$ cat src/rtl/rob_commit.sv
// rob_commit: reorder buffer with single-wide in-order retire.
// A mispredicted branch retires, then a one-cycle flush pulse follows.
module rob_commit #(
  parameter int ROB_DEPTH = 16,
  parameter int ROB_IDX   = 4,
  parameter int PHY_WIDTH = 6,
  parameter int PC_WIDTH  = 32
) (
  input  logic                 clk,
  input  logic                 rst_n,
  input  logic                 dispatch_valid,
  output logic                 dispatch_ready,
  input  logic                 dispatch_has_rd,
  input  logic [4:0]           dispatch_rd_arch,
  input  logic [PHY_WIDTH-1:0] dispatch_rd_phy_new,
  input  logic [PHY_WIDTH-1:0] dispatch_rd_phy_old,
  output logic [ROB_IDX-1:0]   dispatch_rob_id,
  input  logic                 wb_valid,
  input  logic [ROB_IDX-1:0]   wb_rob_id,
  input  logic                 wb_mispredict,
  input  logic [PC_WIDTH-1:0]  wb_redirect_pc,
  output logic                 retire_valid,
  output logic [4:0]           rd_arch_commit,
  output logic [PHY_WIDTH-1:0] rd_phy_new_commit,
  output logic [PHY_WIDTH-1:0] rd_phy_old_commit,
  output logic                 retire_has_rd,
  output logic                 flush,
  output logic [PC_WIDTH-1:0]  flush_pc,
  output logic                 rob_empty,
  output logic                 rob_full
);

  // DRAIN is the cycle the mispredicted branch shows on retire_valid
  typedef enum logic [1:0] {RUN, DRAIN, FLUSH} state_t;

  state_t state, state_nxt;

  logic [ROB_IDX:0]   head, tail;
  logic [ROB_IDX-1:0] hidx, tidx;

  logic [ROB_DEPTH-1:0] valid, done, mispred, has_rd;
  logic [4:0]           arch   [ROB_DEPTH];
  logic [PHY_WIDTH-1:0] phy_n  [ROB_DEPTH];
  logic [PHY_WIDTH-1:0] phy_o  [ROB_DEPTH];
  logic [PC_WIDTH-1:0]  rpc    [ROB_DEPTH];

  logic running, do_disp, do_wb, do_ret, do_flush;

  assign hidx = head[ROB_IDX-1:0];
  assign tidx = tail[ROB_IDX-1:0];

  assign rob_empty = (head == tail);
  assign rob_full  = (hidx == tidx) &&
                     (head[ROB_IDX] != tail[ROB_IDX]);
  assign dispatch_rob_id = tidx;

  assign running  = (state == RUN);
  assign do_disp  = dispatch_valid && dispatch_ready;
  assign do_wb    = running && wb_valid && valid[wb_rob_id];
  assign do_ret   = running && valid[hidx] && done[hidx];
  assign do_flush = do_ret && mispred[hidx];

  always_ff @(posedge clk or negedge rst_n) begin
    if (!rst_n) state <= RUN;
    else        state <= state_nxt;
  end

  always_comb begin
    state_nxt = RUN;
    unique case (state)
      RUN:     state_nxt = do_flush ? DRAIN : RUN;
      DRAIN:   state_nxt = FLUSH;
      FLUSH:   state_nxt = RUN;
      default: state_nxt = RUN;
    endcase
  end

  always_comb begin
    flush          = (state == FLUSH);
    dispatch_ready = rst_n && running && !rob_full;
  end

  always_ff @(posedge clk or negedge rst_n) begin
    if (!rst_n) begin
      head <= '0;
      tail <= '0;
    end else if (do_flush) begin
      head <= '0;
      tail <= '0;
    end else begin
      if (do_ret)  head <= head + 1'b1;
      if (do_disp) tail <= tail + 1'b1;
    end
  end

  always_ff @(posedge clk or negedge rst_n) begin
    if (!rst_n) begin
      valid   <= '0;
      done    <= '0;
      mispred <= '0;
      has_rd  <= '0;
      for (int i = 0; i < ROB_DEPTH; i++) begin
        arch[i]  <= '0;
        phy_n[i] <= '0;
        phy_o[i] <= '0;
        rpc[i]   <= '0;
      end
    end else begin
      if (do_wb) begin
        done[wb_rob_id]    <= 1'b1;
        mispred[wb_rob_id] <= wb_mispredict;
        rpc[wb_rob_id]     <= wb_redirect_pc;
      end
      if (do_disp) begin
        valid[tidx]   <= 1'b1;
        done[tidx]    <= 1'b0;
        mispred[tidx] <= 1'b0;
        has_rd[tidx]  <= dispatch_has_rd;
        arch[tidx]    <= dispatch_rd_arch;
        phy_n[tidx]   <= dispatch_rd_phy_new;
        phy_o[tidx]   <= dispatch_rd_phy_old;
      end
      if (do_ret) valid[hidx] <= 1'b0;
      // younger work behind a mispredict is discarded
      if (do_flush) begin
        valid <= '0;
        done  <= '0;
      end
    end
  end

  always_ff @(posedge clk or negedge rst_n) begin
    if (!rst_n) begin
      retire_valid      <= 1'b0;
      retire_has_rd     <= 1'b0;
      rd_arch_commit    <= '0;
      rd_phy_new_commit <= '0;
      rd_phy_old_commit <= '0;
      flush_pc          <= '0;
    end else begin
      retire_valid <= do_ret;
      if (do_ret) begin
        retire_has_rd     <= has_rd[hidx];
        rd_arch_commit    <= arch[hidx];
        rd_phy_new_commit <= phy_n[hidx];
        rd_phy_old_commit <= phy_o[hidx];
      end
      if (do_flush) flush_pc <= rpc[hidx];
    end
  end

endmodule

$ cat config.mk
export PLATFORM = sky130hd
export DESIGN_NAME = rob_commit
export DESIGN_NICKNAME = d
export VERILOG_FILES = /design/src/rtl/rob_commit.sv
export SDC_FILE = /design/constraint.sdc
export NUM_CORES = 1
export LEC_CHECK = 0
export ABC_AREA = 1
export BUFFER_PORTS_ARGS = -buffer_cell sky130_fd_sc_hd__buf_4
export CAP_MARGIN = 30
export CORE_MARGIN = 5
export CORE_UTILIZATION = 55
export CTS_CLUSTER_SIZE = 28
export DETAILED_ROUTE_END_ITERATION = 10
export PLACE_DENSITY_LB_ADDON = 0.2
export SLEW_MARGIN = 20
export SYNTH_ARGS = -nofsm -noshare
export SYNTH_HDL_FRONTEND = slang
export SYNTH_SLANG_ARGS = --single-unit
$ cat constraint.sdc
create_clock -name clk -period 2.58 [get_ports clk]
set_input_delay 0.645 -clock clk [delete_from_list [all_inputs] [get_ports clk]]
set_output_delay 0.645 -clock clk [all_outputs]
set_load 0.1 [all_outputs]
# ---- Yosys cells after proc, flatten, opt, wreduce, memory -nomap -nowiden
# Index checks and enable logic that the tools add are counted.
dict set report totals {
  out_inout_bits 59
  regBits 911
  elab_cells 177
  inputBits 59
}
dict set report classes {
  add_sub_neg 2
  n_reduce_logical 18
  n_lt_le_gt_ge 11
  n_eq_ne 5
  n_bitwise 10
  muxes 54
}
# operator count
set op_table {}
lappend op_table {{512-bit bitwise mux} 1}
lappend op_table {{96-bit bitwise mux} 2}
lappend op_table {{32-bit binary-select mux with 4-bit select} 1}
lappend op_table {{32-bit demux with 4-bit select} 1}
lappend op_table {{16-bit 2-to-1 mux} 8}
lappend op_table {{32-bit 2-to-1 mux} 3}
lappend op_table {{80-bit bitwise mux} 1}
lappend op_table {{16-bit bitwise AND} 3}
lappend op_table {{6-bit binary-select mux with 4-bit select} 2}
lappend op_table {{5-bit 2-to-1 mux} 7}
lappend op_table {{16-bit bitwise mux} 2}
lappend op_table {{16-bit inverter} 2}
lappend op_table {{16-bit bitwise OR} 2}
lappend op_table {{6-bit 2-to-1 mux} 5}
lappend op_table {{6-bit demux with 4-bit select} 1}
lappend op_table {{1-bit binary-select mux with 4-bit select} 5}
lappend op_table {{5-bit binary-select mux with 4-bit select} 1}
lappend op_table {{5-bit demux with 4-bit select} 1}
lappend op_table {{5-bit >= comparator, second input constant} 3}
lappend op_table {{4-bit by 5-bit less-than comparator with 1-bit output, second input constant} 3}
lappend op_table {{4-bit inverter with 5-bit output} 3}
lappend op_table {{1-bit logical AND} 14}
lappend op_table {{1-bit demux with 4-bit select} 3}
lappend op_table {{4-bit by 1-bit >= comparator with 1-bit output, second input constant} 3}
lappend op_table {{12 further kinds} 23}

# ---- Longest topological paths before layout
dict set report depth {
  word_depth 9
  depth_mapped 15
  ltp_nobuf 13
}

# ---- Least setup slack after synthesis
# No wires, ideal clock.
dict set report synth_timing {
  kind {register -> output}
  from {register head[1]}
  to {output port rob_empty}
  slack_ns -0.220
  t_required_ns 1.935
  stages_incl_launch_ff 6
  path_buffers 1
  arrival_time_ns 2.155
  path_cell_list {dfrtp_1 > buf_2 > xor2_1 > nor2_1 > nand2_1 > nor2_1}
}
dict set report synth_between {
  elab_chain_cells 1
}
# element line_no
set synth_lines {}
lappend synth_lines {{start, declared} 38} ;# logic [ROB_IDX:0] head, tail;
lappend synth_lines {{start signal, assigned} 91} ;# if (do_ret) head <= head + 1'b1;
lappend synth_lines {{5-bit == test} 52} ;# assign rob_empty = (head == tail);
lappend synth_lines {{end, declared} 29} ;# output logic rob_empty,
# Every way passes these cells.

# ---- Final worst setup path
# Ends and elaborated chain as after synthesis.

==> flow_metrics.py <==
metrics = {
    "status": {
        "status": "completed",
    },
    "logic_synthesis": {
        "synth.avg_cell_area_um2": 8.33,
        "synthCells": 4965,
        "yosysMostFrequentCell": "nand2_1",
        "synth-edff-count": 0,
        "synth_flop_cell": "dfrtp_1",
        "syn_area_um2": 41400,
        "synthArstFlopShare": 1.00,
        "synth-seq-area-share": 0.551,
        "synth_fp_nets": 5032,
        "yosysWarnings": 0,
        "synth_area_leaders": "dfrtp_1, o21ai_0, nand2_1",
        "ys_ff_latch": 911,
        "yosysTopAreaCellShare": 0.551,
        "synth_area_leader_cell": "dfrtp_1",
        "ys_types": 30,
        "synth_commonest_cells": "nand2_1, o21ai_0, dfrtp_1",
    },
    "floorplan": {
        "core_area_um2": 74600,
        "core.rowCount": 100,
        "die-area_um2": 80800,
        "die_y_um": 284,
        "ios": 118,
        "start_util": 0.555,
        "die_width_um": 284,
    },
    "power": {
        "p_clk_frac": 0.295,
        "p_seq_frac": 0.440,
        "p_leak_uw": 0.0224,
        "powerDensity_nw_per_um2": 1030,
        "p_int_uw": 31500,
        "netSwitchingFraction": 0.344,
        "ir_drop_v": 0.000925,
        "p_comb_frac": 0.264,
        "switchingPower_uw": 16500,
    },
    "setup_path": {
        "start_kind": "flip-flop",
        "slowest_delay_ns": 0.49,
        "path_delay_family": "flip-flops",
        "end_kind": "output pin",
        "critPathKind": "reg2out",
        "path_cells": "xor2_1, nor2_2, nand2_1, nor2_4, buf_12",
        "cp.required_ns": 1.93,
        "cp_max_fo": 2,
        "arrival_ns": 1.91,
        "crit_slowest_cell": "dfrtp_4",
        "worstPathBufferInverterCount": 1,
    },
    "drt": {
        "wire_per_inst_um": 19.4,
        "route.detailed.drc": 0,
        "finalWirelength_um": 115000,
        "vias": 34400,
        "drtAntennaViolNets": 0,
        "drt_pass1_iterations": 6,
        "viasPerCell": 5.78,
        "drtIter0Drc": 3659,
    },
    "clock_network": {
        "h-tree-depth": 3,
        "cts_tree": "done",
        "clk_pin_slew_worst_paths_ns": 0.06,
        "hold_buffers": 0,
        "clk_latency_ns": 0.66,
        "clock_path_buffers": 3,
        "root_buffer": "clkbuf_16",
        "numCtsBuffers": 96,
        "clock_sink_count": 911,
    },
    "sta": {
        "setup_violations": 0,
        "worstMarginPinSlew_ns": 1.00,
        "finClkSkew_ns": 0.0218,
        "setup_tns_ns": 0,
        "slew_viol_final": 0,
        "final.period_utilization": 0.992,
        "rsz0062_at_grt": "yes",
        "hold_violations": 0,
        "maxSlewHeadroom": 0.333,
        "fmaxAchievable_ghz": 0.391,
        "period_minus_slack_ns": 2.56,
    },
    "global_routing": {
        "grt_max_degree": 171,
        "grt_pass1_vias": 32600,
        "gr-total-overflow": 0,
        "grtUsageTotal": 0.278,
        "antenna_found_initial": 0,
        "grt_pass1_wl_um": 183000,
    },
    "final_layout": {
        "final_util": 0.624,
        "syn_to_final_growth_pct": 12.4,
        "stdcell_area_um2": 46500,
        "drive_above_1_share": 0.0981,
        "ff_latch_area_um2": 22800,
        "nets": 4961,
        "fin_cells": 5944,
        "multiInputGateArea_um2": 16000,
        "fillCellCount": 6445,
        "n_antenna_cell": 0,
    },
    "placement": {
        "hpwl_um": 65100,
        "dp_cells": 5751,
        "placed_cell_area_um2": 43000,
        "portBuffers": 117,
        "place.gp.congestion": 0.864,
    },
    "flow_run": {
        "maxCapViolCount": 0,
    },
    "worst_hold_path": {
        "worstHoldPathType": "in2async",
    },
}
power groups by stage:
stage	logic, µW	registers [µW]	clock network [µW]
finish	12700	21100	14200
global route	14300	21600	15000
CTS	12600	21100	14400
detailed placement	12500	21200	0
global placement	12100	21200	0
floorplan	8020	22300	0
path summary, 6_finish.rpt:
path	end	startpoint	slack [ns]	depth (start not counted)
worst max register to register	flush_pc[12]	head[0]	0.14	12
worst max-delay path	rob_empty	head[1]	0.02	5
worst min register to register	state[1]	state[1]	0.46	1
max in group asynchronous	head[1]	rst_n	1.21	3
worst min-delay path	phy_n[3]	rst_n	0.07	2
min in group clk	mispred[12]	wb_mispredict	0.39	3
per-layer routing:
metal | track usage | wire length (µm) | vias up
met3 | 0.0368 | 7290 | 234
met1 | 0.387 | 49500 | 16700
li1 | - | - | 16200
met2 | 0.454 | 54400 | 1227
met4 | 0.0986 | 4240 | 0
met5 | 0 | 0 | -
flip-flops by register name, indices dropped and copies added, names as in the netlist:
| name | count |
|---|---|
| rpc | 512 |
| head | 5 |
| state | 2 |
| rd_phy_new_commit | 6 |
| arch | 80 |
| mispred | 16 |
| tail | 5 |
| retire_has_rd | 1 |
| retire_valid | 1 |
| done | 16 |
| valid | 16 |
| has_rd | 16 |
| phy_n | 96 |
| rd_arch_commit | 5 |
| flush_pc | 32 |
| phy_o | 96 |
| rd_phy_old_commit | 6 |
logic make-up after synthesis:
family                     after synthesis  synth area share
adders and majority gates                8           0.00242
buffers and inverters                  552            0.0681
DFF                                    911             0.551
AOI/OAI and AO/OA                     1466             0.187
xor gates and xnor gates                 9           0.00190
and+or+nand+nor                       2019             0.190
cell type report:
type,instances,area share
Multi-Input combinational cell,3502,0.344
Clock buffer,149,0.0611
Inverter,133,0.0113
Sequential cell,911,0.490
Clock inverter,30,0.00893
Tap cell,969,0.0261
Timing Repair Buffer,250,0.0586
cell usage in the layout (no fill, tap or decap), types with 2 or more instances in the layout:
cell,n
nand2_1,1359
o21ai_0,1049
dfrtp_1,906
nor2_1,557
o22ai_1,200
buf_4,183
o21ai_1,163
inv_1,119
clkbuf_16,99
buf_12,61
nand4_1,34
o21ai_2,32
nand3_1,31
clkbuf_1,30
clkbuf_8,22
nand3_4,19
a31oi_1,14
clkinv_2,12
inv_2,10
xor2_1,8
ha_1,8
bufinv_16,8
nor2_4,7
a21oi_1,7
inv_6,6
nand2_2,4
clkinvlp_4,4
nor2_2,3
nand3_2,3
dfrtp_2,3
dfrtp_4,2
buf_16,2
metrics by stage:
stage	setup WS [ns]	hold WS, ns	power (µW)
2_1_floorplan	0.133	0.349	30300
3_3_place_gp	0.141	0.438	33300
3_5_place_dp	0.102	0.439	33700
4_1_cts	-0.0100	0.0514	48000
5_1_grt	-0.0444	0.0667	50900
6_report	0.0201	0.0695	48000
what timing repair did:
action | CTS | global route
gates resized for setup | 17 | 13
cloned | 0 | 2
hold endpoints to repair | 0 | 0
pin swaps | 2 | 2
setup endpoints to repair | 3 | 83
buffers inserted | 6 | 6
No activity file was read; power rests on OpenSTA's default activity.
